File: config.mk
export PLATFORM = sky130hd
export DESIGN_NAME = ni_request_arbiter
export DESIGN_NICKNAME = d
export VERILOG_FILES = /design/src/rtl/ni_request_arbiter.sv
export SDC_FILE = /design/constraint.sdc
export NUM_CORES = 1
export LEC_CHECK = 0
export BUFFER_PORTS_ARGS = -buffer_cell sky130_fd_sc_hd__buf_2
export CAP_MARGIN = 20
export CORE_AREA = 4 4 178 180
export DETAILED_ROUTE_END_ITERATION = 10
export DIE_AREA = 0 0 182 184
export PLACE_DENSITY = 0.5
export SKIP_LAST_GASP = 1
export SYNTH_ARGS = -nofsm -noshare
export SYNTH_HDL_FRONTEND = slang
export SYNTH_SLANG_ARGS = --single-unit
File: constraint.sdc
create_clock -name clk -period 6.6 [get_ports clk]
set_input_delay 1.32 -clock clk [delete_from_list [all_inputs] [get_ports clk]]
set_output_delay 1.32 -clock clk [all_outputs]
set_load 0.02 [all_outputs]
File: src/rtl/ni_request_arbiter.sv
`default_nettype none
// ============================================================================
//  Module      : ni_request_arbiter
//  Description : Round-robin arbiter sharing one network_interface_cdc local
//                memory port among NUM_REQ local masters. Latches the winning
//                request, issues a single-cycle NI strobe, holds the request
//                fields until completion, routes the response back to the
//                owner and flags transactions that never complete.
//  Revision    : 1.0 - initial release
// ============================================================================
module ni_request_arbiter #(
    parameter int NUM_REQ        = 4,
    parameter int DATA_WIDTH     = 32,
    parameter int ADDR_WIDTH     = 32,
    parameter int TIMEOUT_CYCLES = 1024,
    localparam int GW            = $clog2(NUM_REQ)
) (
    input  logic                           clk,
    input  logic                           rst,
    input  logic [NUM_REQ-1:0]             req_valid,
    output logic [NUM_REQ-1:0]             req_ready,
    input  logic [NUM_REQ-1:0]             req_write,
    input  logic [NUM_REQ*ADDR_WIDTH-1:0]  req_addr,
    input  logic [NUM_REQ*DATA_WIDTH-1:0]  req_wdata,
    input  logic [NUM_REQ*8-1:0]           req_dest_id,
    input  logic [NUM_REQ*3-1:0]           req_msg_type,
    output logic [NUM_REQ-1:0]             resp_valid,
    output logic [DATA_WIDTH-1:0]          resp_rdata,
    output logic                           mem_write,
    output logic                           mem_read,
    output logic [ADDR_WIDTH-1:0]          mem_addr,
    output logic [DATA_WIDTH-1:0]          mem_wdata,
    output logic [7:0]                     dest_id,
    output logic [2:0]                     msg_type,
    input  logic [DATA_WIDTH-1:0]          mem_rdata,
    input  logic                           mem_ready,
    output logic                           busy,
    output logic [GW-1:0]                  grant_id,
    output logic                           timeout_err
);

    localparam int CW = $clog2(TIMEOUT_CYCLES);

    localparam logic [1:0] c_IDLE  = 2'd0;
    localparam logic [1:0] c_ISSUE = 2'd1;
    localparam logic [1:0] c_WAIT  = 2'd2;
    localparam logic [1:0] c_DONE  = 2'd3;

    localparam logic [GW:0]   c_NUM_REQ = (GW+1)'(NUM_REQ);
    localparam logic [GW-1:0] c_LAST    = GW'(NUM_REQ - 1);
    localparam logic [CW-1:0] c_WD_MAX  = CW'(TIMEOUT_CYCLES - 1);

    logic [1:0]            r_state;
    logic [1:0]            w_state_next;
    logic [GW-1:0]         r_ptr;
    logic [GW-1:0]         r_grant_id;
    logic                  r_hold_write;
    logic [ADDR_WIDTH-1:0] r_hold_addr;
    logic [DATA_WIDTH-1:0] r_hold_wdata;
    logic [7:0]            r_hold_dest;
    logic [2:0]            r_hold_type;
    logic [DATA_WIDTH-1:0] r_resp_rdata;
    logic [CW-1:0]         r_wd_cnt;
    logic                  r_timeout_err;

    logic                  w_found;
    logic [GW-1:0]         w_winner;
    logic [GW:0]           w_sum;
    logic [GW-1:0]         w_ptr_next;
    logic                  w_sel_write;
    logic [ADDR_WIDTH-1:0] w_sel_addr;
    logic [DATA_WIDTH-1:0] w_sel_wdata;
    logic [7:0]            w_sel_dest;
    logic [2:0]            w_sel_type;
    logic [CW-1:0]         w_wd_next;

    // Round-robin search from r_ptr; iterating farthest-first lets the
    // closest valid requester overwrite and win.
    always_comb begin
        w_found  = 1'b0;
        w_winner = '0;
        w_sum    = '0;
        for (int k = NUM_REQ - 1; k >= 0; k--) begin
            w_sum = {1'b0, r_ptr} + (GW+1)'(k);
            if (w_sum >= c_NUM_REQ) begin
                w_sum = w_sum - c_NUM_REQ;
            end
            if (req_valid[w_sum[GW-1:0]]) begin
                w_found  = 1'b1;
                w_winner = w_sum[GW-1:0];
            end
        end
    end

    // Field mux for the current winner and the pointer that follows it.
    always_comb begin
        w_sel_write = 1'b0;
        w_sel_addr  = '0;
        w_sel_wdata = '0;
        w_sel_dest  = '0;
        w_sel_type  = '0;
        for (int i = 0; i < NUM_REQ; i++) begin
            if (w_winner == GW'(i)) begin
                w_sel_write = req_write[i];
                w_sel_addr  = req_addr[i*ADDR_WIDTH +: ADDR_WIDTH];
                w_sel_wdata = req_wdata[i*DATA_WIDTH +: DATA_WIDTH];
                w_sel_dest  = req_dest_id[i*8 +: 8];
                w_sel_type  = req_msg_type[i*3 +: 3];
            end
        end
        w_ptr_next = (w_winner == c_LAST) ? '0 : w_winner + GW'(1);
        w_wd_next  = (r_wd_cnt == c_WD_MAX) ? r_wd_cnt : r_wd_cnt + CW'(1);
    end

    // Next-state decode: ISSUE and DONE each last exactly one cycle.
    always_comb begin
        w_state_next = r_state;
        case (r_state)
            c_IDLE:  if (w_found)   w_state_next = c_ISSUE;
            c_ISSUE:                w_state_next = c_WAIT;
            c_WAIT:  if (mem_ready) w_state_next = c_DONE;
            default:                w_state_next = c_IDLE;
        endcase
    end

    // State register.
    always_ff @(posedge clk) begin
        if (rst) begin
            r_state <= c_IDLE;
        end else begin
            r_state <= w_state_next;
        end
    end

    // Request capture, pointer, response latch and sticky watchdog.
    always_ff @(posedge clk) begin
        if (rst) begin
            r_ptr         <= '0;
            r_grant_id    <= '0;
            r_hold_write  <= 1'b0;
            r_hold_addr   <= '0;
            r_hold_wdata  <= '0;
            r_hold_dest   <= '0;
            r_hold_type   <= '0;
            r_resp_rdata  <= '0;
            r_wd_cnt      <= '0;
            r_timeout_err <= 1'b0;
        end else begin
            case (r_state)
                c_IDLE: begin
                    if (w_found) begin
                        r_hold_write <= w_sel_write;
                        r_hold_addr  <= w_sel_addr;
                        r_hold_wdata <= w_sel_wdata;
                        r_hold_dest  <= w_sel_dest;
                        r_hold_type  <= w_sel_type;
                        r_grant_id   <= w_winner;
                        r_ptr        <= w_ptr_next;
                    end
                end
                c_ISSUE: begin
                    r_wd_cnt <= '0;
                end
                c_WAIT: begin
                    r_wd_cnt <= w_wd_next;
                    // Flag lands so that it is visible in the TIMEOUT_CYCLES-th
                    // WAIT cycle; completion in that cycle still sets it.
                    if (w_wd_next == c_WD_MAX) begin
                        r_timeout_err <= 1'b1;
                    end
                    if (mem_ready) begin
                        r_resp_rdata <= r_hold_write ? '0 : mem_rdata;
                    end
                end
                default: ;
            endcase
        end
    end

    // Accept and completion strobes; the NI strobes decode straight from flops.
    always_comb begin
        req_ready  = '0;
        resp_valid = '0;
        if (r_state == c_IDLE && w_found) begin
            req_ready[w_winner] = 1'b1;
        end
        if (r_state == c_DONE) begin
            resp_valid[r_grant_id] = 1'b1;
        end
    end

    assign mem_write   = (r_state == c_ISSUE) &  r_hold_write;
    assign mem_read    = (r_state == c_ISSUE) & ~r_hold_write;
    assign mem_addr    = r_hold_addr;
    assign mem_wdata   = r_hold_wdata;
    assign dest_id     = r_hold_dest;
    assign msg_type    = r_hold_type;
    assign resp_rdata  = r_resp_rdata;
    assign busy        = (r_state != c_IDLE);
    assign grant_id    = r_grant_id;
    assign timeout_err = r_timeout_err;

endmodule
`default_nettype wire

After elaboration in Yosys (flattened, before gate mapping)
Index checks and enable logic that the tools add are counted.

Eq/ne operators: 10. Order comparisons: 12. Reduce and logical (&&, ||, !) cells: 11. Add/subtract/negate cells: 9. Multiplexer cells: 53. Bitwise operators: 3.

Operator list (number): 2-to-1 mux 32 bit (9); 2-to-1 mux 8 bit (4); 2-to-1 mux 2 bit (11); == test 10 bit (second input constant) (2); one-hot mux 10 bit (2 select lines) (1); less-than comparator 2 x 3 -> 1 bit (second input constant) (6); 2-to-1 mux 1 bit (14); 2-to-1 mux 3 bit (4); adder 10 x 1 -> 10 bit (second input constant) (1); 2-to-1 mux 10 bit (1); greater-or-equal comparator 3 bit (second input constant) (3); binary-select mux 1 bit (select 2 bit) (4); == test 2 bit (second input constant) (4); 2-to-1 mux 4 bit (2); AND reduction 2 bit (4); subtractor 2 x 1 -> 2 bit (second input constant) (4); adder 2 x 2 -> 3 bit (second input constant) (2); one-hot mux 2 bit (3 select lines) (1); demux 1 bit (select 2 bit) (2); == test 2 x 1 -> 1 bit (second input constant) (2); greater-or-equal comparator 2 x 1 -> 1 bit (second input constant) (2); zero test 2 bit (2); != test 2 bit (second input constant) (2); nonzero test 2 bit (2); other kinds (6) (9).

Word-level logic and storage cells: 109. Bits of input ports: 343. Output and inout port bits: 121. Bits in registers: 125.

Depth between registers and ports, before layout
Gate-level depths: netlist of the first run.

Depth after elaboration: 14. Mapped depth: 12. Gate-level depth less buffers: 10.

Least setup slack after synthesis of the first run
No wires, ideal clock.

Path type: input -> output. From: input req_valid[2]. To: output req_ready[3]. Buffers on the path: 3. Arrival: 3241 ps. Data required time: 5280 ps. Stages: 7. Path slack: 2039 ps. Path through: a22o_1 > a221oi_1 > ha_1 > clkbuf_1 > clkbuf_1 > clkbuf_1 > and2_1.

Word-level cells in the longest chain between the ends: 11. Elaborated cells between the ends (all ways): 23. Those cells by class: 2 x order compare; 19 x mux; 2 x reduce/logical.

RTL lines: start, declared (line 20) `input logic [NUM_REQ-1:0] req_valid,`; binary-select mux 1 bit (select 2 bit) (line 88) `if (req_valid[w_sum[GW-1:0]]) begin`; 2-to-1 mux 1 bit (implied by the code) (line 88); 2-to-1 mux 2 bit (3 in series) (line 88); 2-to-1 mux 2 bit (*) (line 88); net w_winner[0] (line 67) `logic [GW-1:0] w_winner;`; less-than comparator 2 x 3 -> 1 bit (implied by the code) / greater-or-equal comparator 2 x 1 -> 1 bit (equally long branches) (line 185) `req_ready[w_winner] = 1'b1;`; logical AND 1 bit (implied by the code) (line 185); 2-to-1 mux 1 bit (implied by the code) (line 185); demux 1 bit (select 2 bit) (*) (line 185); 2-to-1 mux 4 bit (*) (line 184) `if (r_state == c_IDLE && w_found) begin`; end, declared (line 21) `output logic [NUM_REQ-1:0] req_ready,`.

The timed path passes the listed nets; every way through them passes the cells marked *. The select of a mux whose other input is x is not followed.

Final worst setup path of the first run
From: input req_valid[0]. To: output req_ready[2].

Same word-level chain as after synthesis.

==> results.cfg, run 1 <==
[outcome]
outcome = finished, final reports clean

[global_routing]
gr-usage-all-layers = 0.1865
grt_pass1_vias = 8645
grt-ovfl-total = 0
antenna_found_initial = 7
grt_max_degree = 87
grt_pass1_wl_mm = 49.97

[sta]
maxSlewHeadroom = 0.3705
fin_crit_ns = 4.523
max_freq_mhz = 221.1
maxSlewViolCount = 0
rsz0062_at_grt = no
finalSetupTns_ns = 0
hold_viol = 0
setup-violations-final = 0
skew_ns = 0.01374
worst_pin_slew_ns = 0.9424
period_share = 0.6853

[floorplanning]
row_count = 64
initial_core_util = 0.2672
die_x_um = 182
die-area_mm2 = 0.03349
die_h_um = 184
coreArea_mm2 = 0.03019
io_pins = 464

[setup_path]
crit_required_ns = 5.28
start_kind = input pin
worstPathArrival_ns = 3.20
critPathMaxFanout = 68
critPathKind = in -> out
critPathCaptureType = output pin

[place]
io_buffers = 463
dp.final_hpwl_mm = 24.44
place.gp.congestion = 0.8678
dp_cells = 1823

[synth]
ys_async_sr_fraction = 0
synth_cells = 1059
synthDistinctLibCells = 43
ys_top_cells_by_area = dfxtp_1 31%, a21oi_1 13%, nor3_2 7.4%
yosys_warnings = 0
synth.top_cell.area_share = 0.3102
netlist_area_mm2 = 0.008066
ys_top_cells_by_count = 210 x a21oi_1, 125 x dfxtp_1, 121 x nor2_1, 93 x nand2_1
synth.most_common_cell = a21oi_1
synth-edff-count = 0
synth.avg_cell_area_um2 = 7.617
synthFlopType = dfxtp_1
yosysTopAreaCell = dfxtp_1
ys_seq_area_frac = 0.3102
ys_ff_latch = 125
syn-num-nets = 1411

[worst_hold_path]
min_path_type = reg -> reg

[cts]
post_cts_buffers = 0
cts_tree = done
cts_hold_buf = 0
cts_max_level = 4
numCtsBuffers = 17
clkSinkCount = 125
clock_latency_ns = 0.41
cts_buffer_depth = 2
root_buffer = clkbuf_16
cts_resized = 0
clkTransAtPathRegs_ns = 0.06

[detailed_routing]
drc = 0
via_count = 9072
wl_per_cell_um = 17.97
drtAntennaViolNets = 0
vias_per_cell = 4.875
drt_wl_total_mm = 33.44
firstDrtPassIters = 4
drtIter0Drc = 371

[power]
seq_power_share = 0.221
vdd_drop_max_mv = 0.2819
p_comb_frac = 0.605
p_per_area_mw_per_mm2 = 474.9
leakagePower_nw = 4.801
intPower_w = 0.002727
switchingPower_w = 0.002540
clockPowerShare = 0.174
swShare = 0.4823

[layout]
fillers = 3282
multiInputGateArea_mm2 = 0.005054
final-instance-count-excl-fill = 1861
drive_gt1_frac = 0.4288
fin_nets = 1799
area_delta_synth_final_pct = 37.49
register_area_mm2 = 0.002502

[run]
cap_violations = 0
## worst paths after layout
| path | slack [ns] | depth (start not counted) | start | end |
|---|---|---|---|---|
| worst max register to register | 3.32 | 9 | r_ptr[1]$_SDFFE_PP0N_ | dest_id[7]$_SDFFE_PP0N_ |
| worst max-delay path | 2.08 | 7 | req_valid[0] | req_ready[2] |
| worst min-delay path | 0.48 | 2 | timeout_err$_SDFFE_PP0P_ | timeout_err$_SDFFE_PP0P_ |
| worst min register to register | 0.48 | 2 | timeout_err$_SDFFE_PP0P_ | timeout_err$_SDFFE_PP0P_ |
## critical path: stages
cell and delay (ns):
buf_2 0.13, a21oi_1 0.13, o21ai_0 0.08, a21oi_1 0.48, ha_4 0.66, and2_1 0.21, buf_2 0.16
## registers in the layout, summed over array words and instances (netlist names)
register,count
timeout_err,1
dest_id,8
r_state,2
mem_addr,32
msg_type,3
r_wd_cnt,10
mem_wdata,32
resp_rdata,32
r_ptr,2
grant_id,2
r_hold_write,1
## per-layer routing
metal	vias up	GRT usage	routed length [um]
met1	4192	0.2354	14340
met5	-	0	30
li1	4517	-	-
met2	322	0.3140	16010
met4	4	0.04833	584
met3	37	0.05362	2476
## power by group through the flow
stage | Sequential [W] | Clock [W] | Combinational (W)
finish | 0.00117 | 0.000916 | 0.00319
global route | 0.00120 | 0.000987 | 0.00352
CTS | 0.00117 | 0.000950 | 0.00323
detailed placement | 0.00118 | 0 | 0.00322
global placement | 0.00117 | 0 | 0.00320
floorplan | 0.00148 | 0 | 0.00209
## final cells by class
| class | instances | area share |
|---|---|---|
| Clock buffer | 18 | 0.03870 |
| Multi-Input combinational cell | 818 | 0.4557 |
| Timing Repair Buffer | 475 | 0.2188 |
| Antenna cell | 5 | 0.001128 |
| Inverter | 10 | 0.003384 |
| Tap cell | 396 | 0.04468 |
| Sequential cell | 125 | 0.2256 |
| Clock inverter | 14 | 0.01207 |
## logic make-up (layout without fill, tap and decap cells)
family	Yosys count	count (layout)	share of synthesized area
AND/OR/NAND/NOR	433	433	0.3149
AO/OA/AOI/OAI	374	374	0.2885
flip-flops	125	125	0.3102
buffers and inverters	116	517	0.06995
adder cells (fa/ha/maj)	9	9	0.01396
multiplexers	2	2	0.002482
other	0	5	0
## layout by cell type (no fill, tap or decap), types with 7 or more instances in the layout
cell,instances
nand2_1,92
nor3_1,15
buf_4,11
and2_1,7
a21oi_2,49
o21a_1,71
dfxtp_1,125
o21ai_0,13
buf_2,462
nor2b_1,8
nand3b_1,71
nor2_1,120
clkbuf_16,17
inv_1,10
nor3_2,60
a21oi_1,210
nor3b_1,33
## metrics by stage
stage	power (W)	util	hold WS, ns	instance area (um^2)	setup slack, ns
2_1_floorplan	0.003567	-	0.4740	8066	2.039
6_report	0.005267	0.3674	0.4779	11090	2.077
3_3_place_gp	0.004368	0.3476	0.4609	10500	2.038
5_1_grt	0.005707	0.3674	0.5005	11090	1.911
3_5_place_dp	0.004404	0.3476	0.4696	10500	2.050
4_1_cts	0.005347	0.3663	0.4817	11060	2.050
Note: power is estimated with default switching activity, not from simulation.
==> run 2: changes to the inputs <==
--- a/config.mk
+++ b/config.mk
@@ -10,7 +10,7 @@
 export CORE_AREA = 4 4 178 180
 export DETAILED_ROUTE_END_ITERATION = 10
 export DIE_AREA = 0 0 182 184
-export PLACE_DENSITY = 0.5
+export PLACE_DENSITY = 0.52
 export SKIP_LAST_GASP = 1
 export SYNTH_ARGS = -nofsm -noshare
 export SYNTH_HDL_FRONTEND = slang
==> constraint.sdc (replaced) <==
create_clock -name clk -period 4.07 [get_ports clk]
set_input_delay 0.814 -clock clk [delete_from_list [all_inputs] [get_ports clk]]
set_output_delay 0.814 -clock clk [all_outputs]
set_load 0.02 [all_outputs]
==> run 2 against run 1 <==
Largest cell class unchanged. Clock skew is 0.0035 ns higher. Core utilization increased by 0.27 points. Global-route usage is 0.11 points higher. Count of clock-buffer cells in the layout is the same. Via count is 0.36% higher. Final area grew 0.74%. Critical path depth grew 1. Highest routed layer unchanged.
==> results.cfg, run 2 (synthesis gave the netlist of run 1 again) <==
[layout]
fin_nets = 1803
post-route-util = 0.3701
area_delta_synth_final_pct = 38.51
final-instance-count-excl-fill = 1862
layout_commonest_cell = buf_2
fillers = 3268
final_cell_mix = 462 x buf_2, 210 x a21oi_1, 125 x dfxtp_1
drive_gt1_frac = 0.4303

[floorplanning]
io_pins = 464
initial_core_util = 0.2672
die-area_mm2 = 0.03349
die_x_um = 182
row_count = 64
die_h_um = 184
coreArea_mm2 = 0.03019

[detailed_routing]
drc = 0
route.met2.wl_mm = 16.06
drtAntennaViolNets = 0
vias_per_cell = 4.890
via_count = 9105
drtIter0Drc = 444
drt_wl_total_mm = 33.56
dr.max_layer_used = met5
dr_wl_met3_mm = 2.603
firstDrtPassIters = 4
wl_per_cell_um = 18.03
wl_met1_mm = 14.33

[global_routing]
grt-ovfl-total = 0
grt_pass1_wl_mm = 50.42
grt_pass1_vias = 8688
antenna_found_initial = 4
gr-usage-all-layers = 0.1876
grt_max_degree = 153

[cts]
clock_latency_ns = 0.41
cts_buffer_depth = 2
cts_tree = done
cts_max_level = 4
numCtsBuffers = 17
cts_hold_buf = 0
clkTransAtPathRegs_ns = 0.06
root_buffer = clkbuf_16
post_cts_buffers = 0
clkSinkCount = 125
cts_resized = 0

[worst_hold_path]
min_path_type = reg -> reg
holdPathStages = 2

[sta]
rsz0062_at_grt = no
setup-violations-final = 0
skew_ns = 0.01720
maxSlewViolCount = 0
setup_slack_ns = 0.9871
max_freq_mhz = 324.4
fin_crit_ns = 3.083
worst_pin_slew_ns = 0.9583
finalSetupTns_ns = 0
maxSlewHeadroom = 0.3611
hold_viol = 0
period_share = 0.7575

[setup_path]
start_kind = input pin
crit_chain = buf_2, a22o_1, a221oi_1, buf_4, inv_1, ha_2, and2_1, buf_2
worstPathArrival_ns = 2.27
critPathMaxFanout = 5
cp_common_cell = buf_2
critPathCaptureType = output pin
critPathTopFamily = buffers and inverters
worstSetupPathDepth = 8
crit_required_ns = 3.26
slowest_stage = a221oi_1
path_buf_inv = 4
critPathKind = in -> out
r2r_cells = 11
slowest_delay_ns = 0.25

[run]
cap_violations = 0

[outcome]
outcome = finished, final reports clean

[power]
p_per_area_mw_per_mm2 = 776.6
p_total_w = 0.008677
vdd_drop_max_mv = 0.3116
leakagePower_nw = 4.833

[place]
pre_cts_ws_ns = 0.7762
dp.final_hpwl_mm = 25.21
place.gp.congestion = 0.8780
dp_cells = 1828
io_buffers = 463
## run 2: cell count changes in the layout (fill, tap and decap cells not counted)
cell / delta
buf_12: +3
buf_4: +1
bufinv_16: +1
clkinv_2: -1
clkinv_4: -2
clkinvlp_4: +2
diode_2: -3
## run 2: power breakdown
part / internal [W] / switching [W]
clock network: 0.000913 / 0.000633
logic: 0.00194 / 0.00328
registers: 0.00166 / 0.000240
total: 0.00452 / 0.00416
## run 2: area by class of cell
class	instances	area, um^2	area share
repair buffers	479	2494	0.2232
clock buffers	18	429.2	0.03841
well taps	396	495.5	0.04434
multi-input cells	818	5054	0.4523
diodes	2	5.005	0.0004479
flip-flops and latches	125	2502	0.2240
inverters	10	37.54	0.003359
clock inverters	14	156.4	0.01400
## run 2: final timing paths
path | end | slack, ns | from
setup / recovery | req_ready[0] | 0.99 | req_valid[2]
hold / removal | mem_addr[25]$_SDFFE_PP0N_ | 0.48 | mem_addr[25]$_SDFFE_PP0N_
setup reg to reg | mem_addr[3]$_SDFFE_PP0N_ | 1.36 | r_ptr[0]$_SDFFE_PP0N_
hold reg to reg | mem_addr[25]$_SDFFE_PP0N_ | 0.48 | mem_addr[25]$_SDFFE_PP0N_
## run 2: per-stage QoR
step / area (um^2) / hold slack (ns)
after floorplan: 8066 / 0.4740
after global placement: 10580 / 0.4624
after detailed placement: 10580 / 0.4754
after CTS: 11170 / 0.4888
after global routing: 11170 / 0.5059
final: 11170 / 0.4841
## run 2: worst register-to-register path, delay by kind of cell, from the launching register on
| kind | cells | cell delay, ns |
|---|---|---|
| flip-flops | 1 | 0.36 |
| AND/OR/NAND/NOR | 2 | 0.26 |
| adder cells (fa/ha/maj) | 1 | 0.24 |
| AO/OA/AOI/OAI | 5 | 1.03 |
| buffers and inverters | 3 | 0.70 |
## run 2: per-layer routing
layer | track usage | vias to the layer above
li1 | - | 4515
met1 | 0.2414 | 4213
met2 | 0.3092 | 331
met3 | 0.05679 | 40
met4 | 0.04623 | 6
met5 | 0 | -
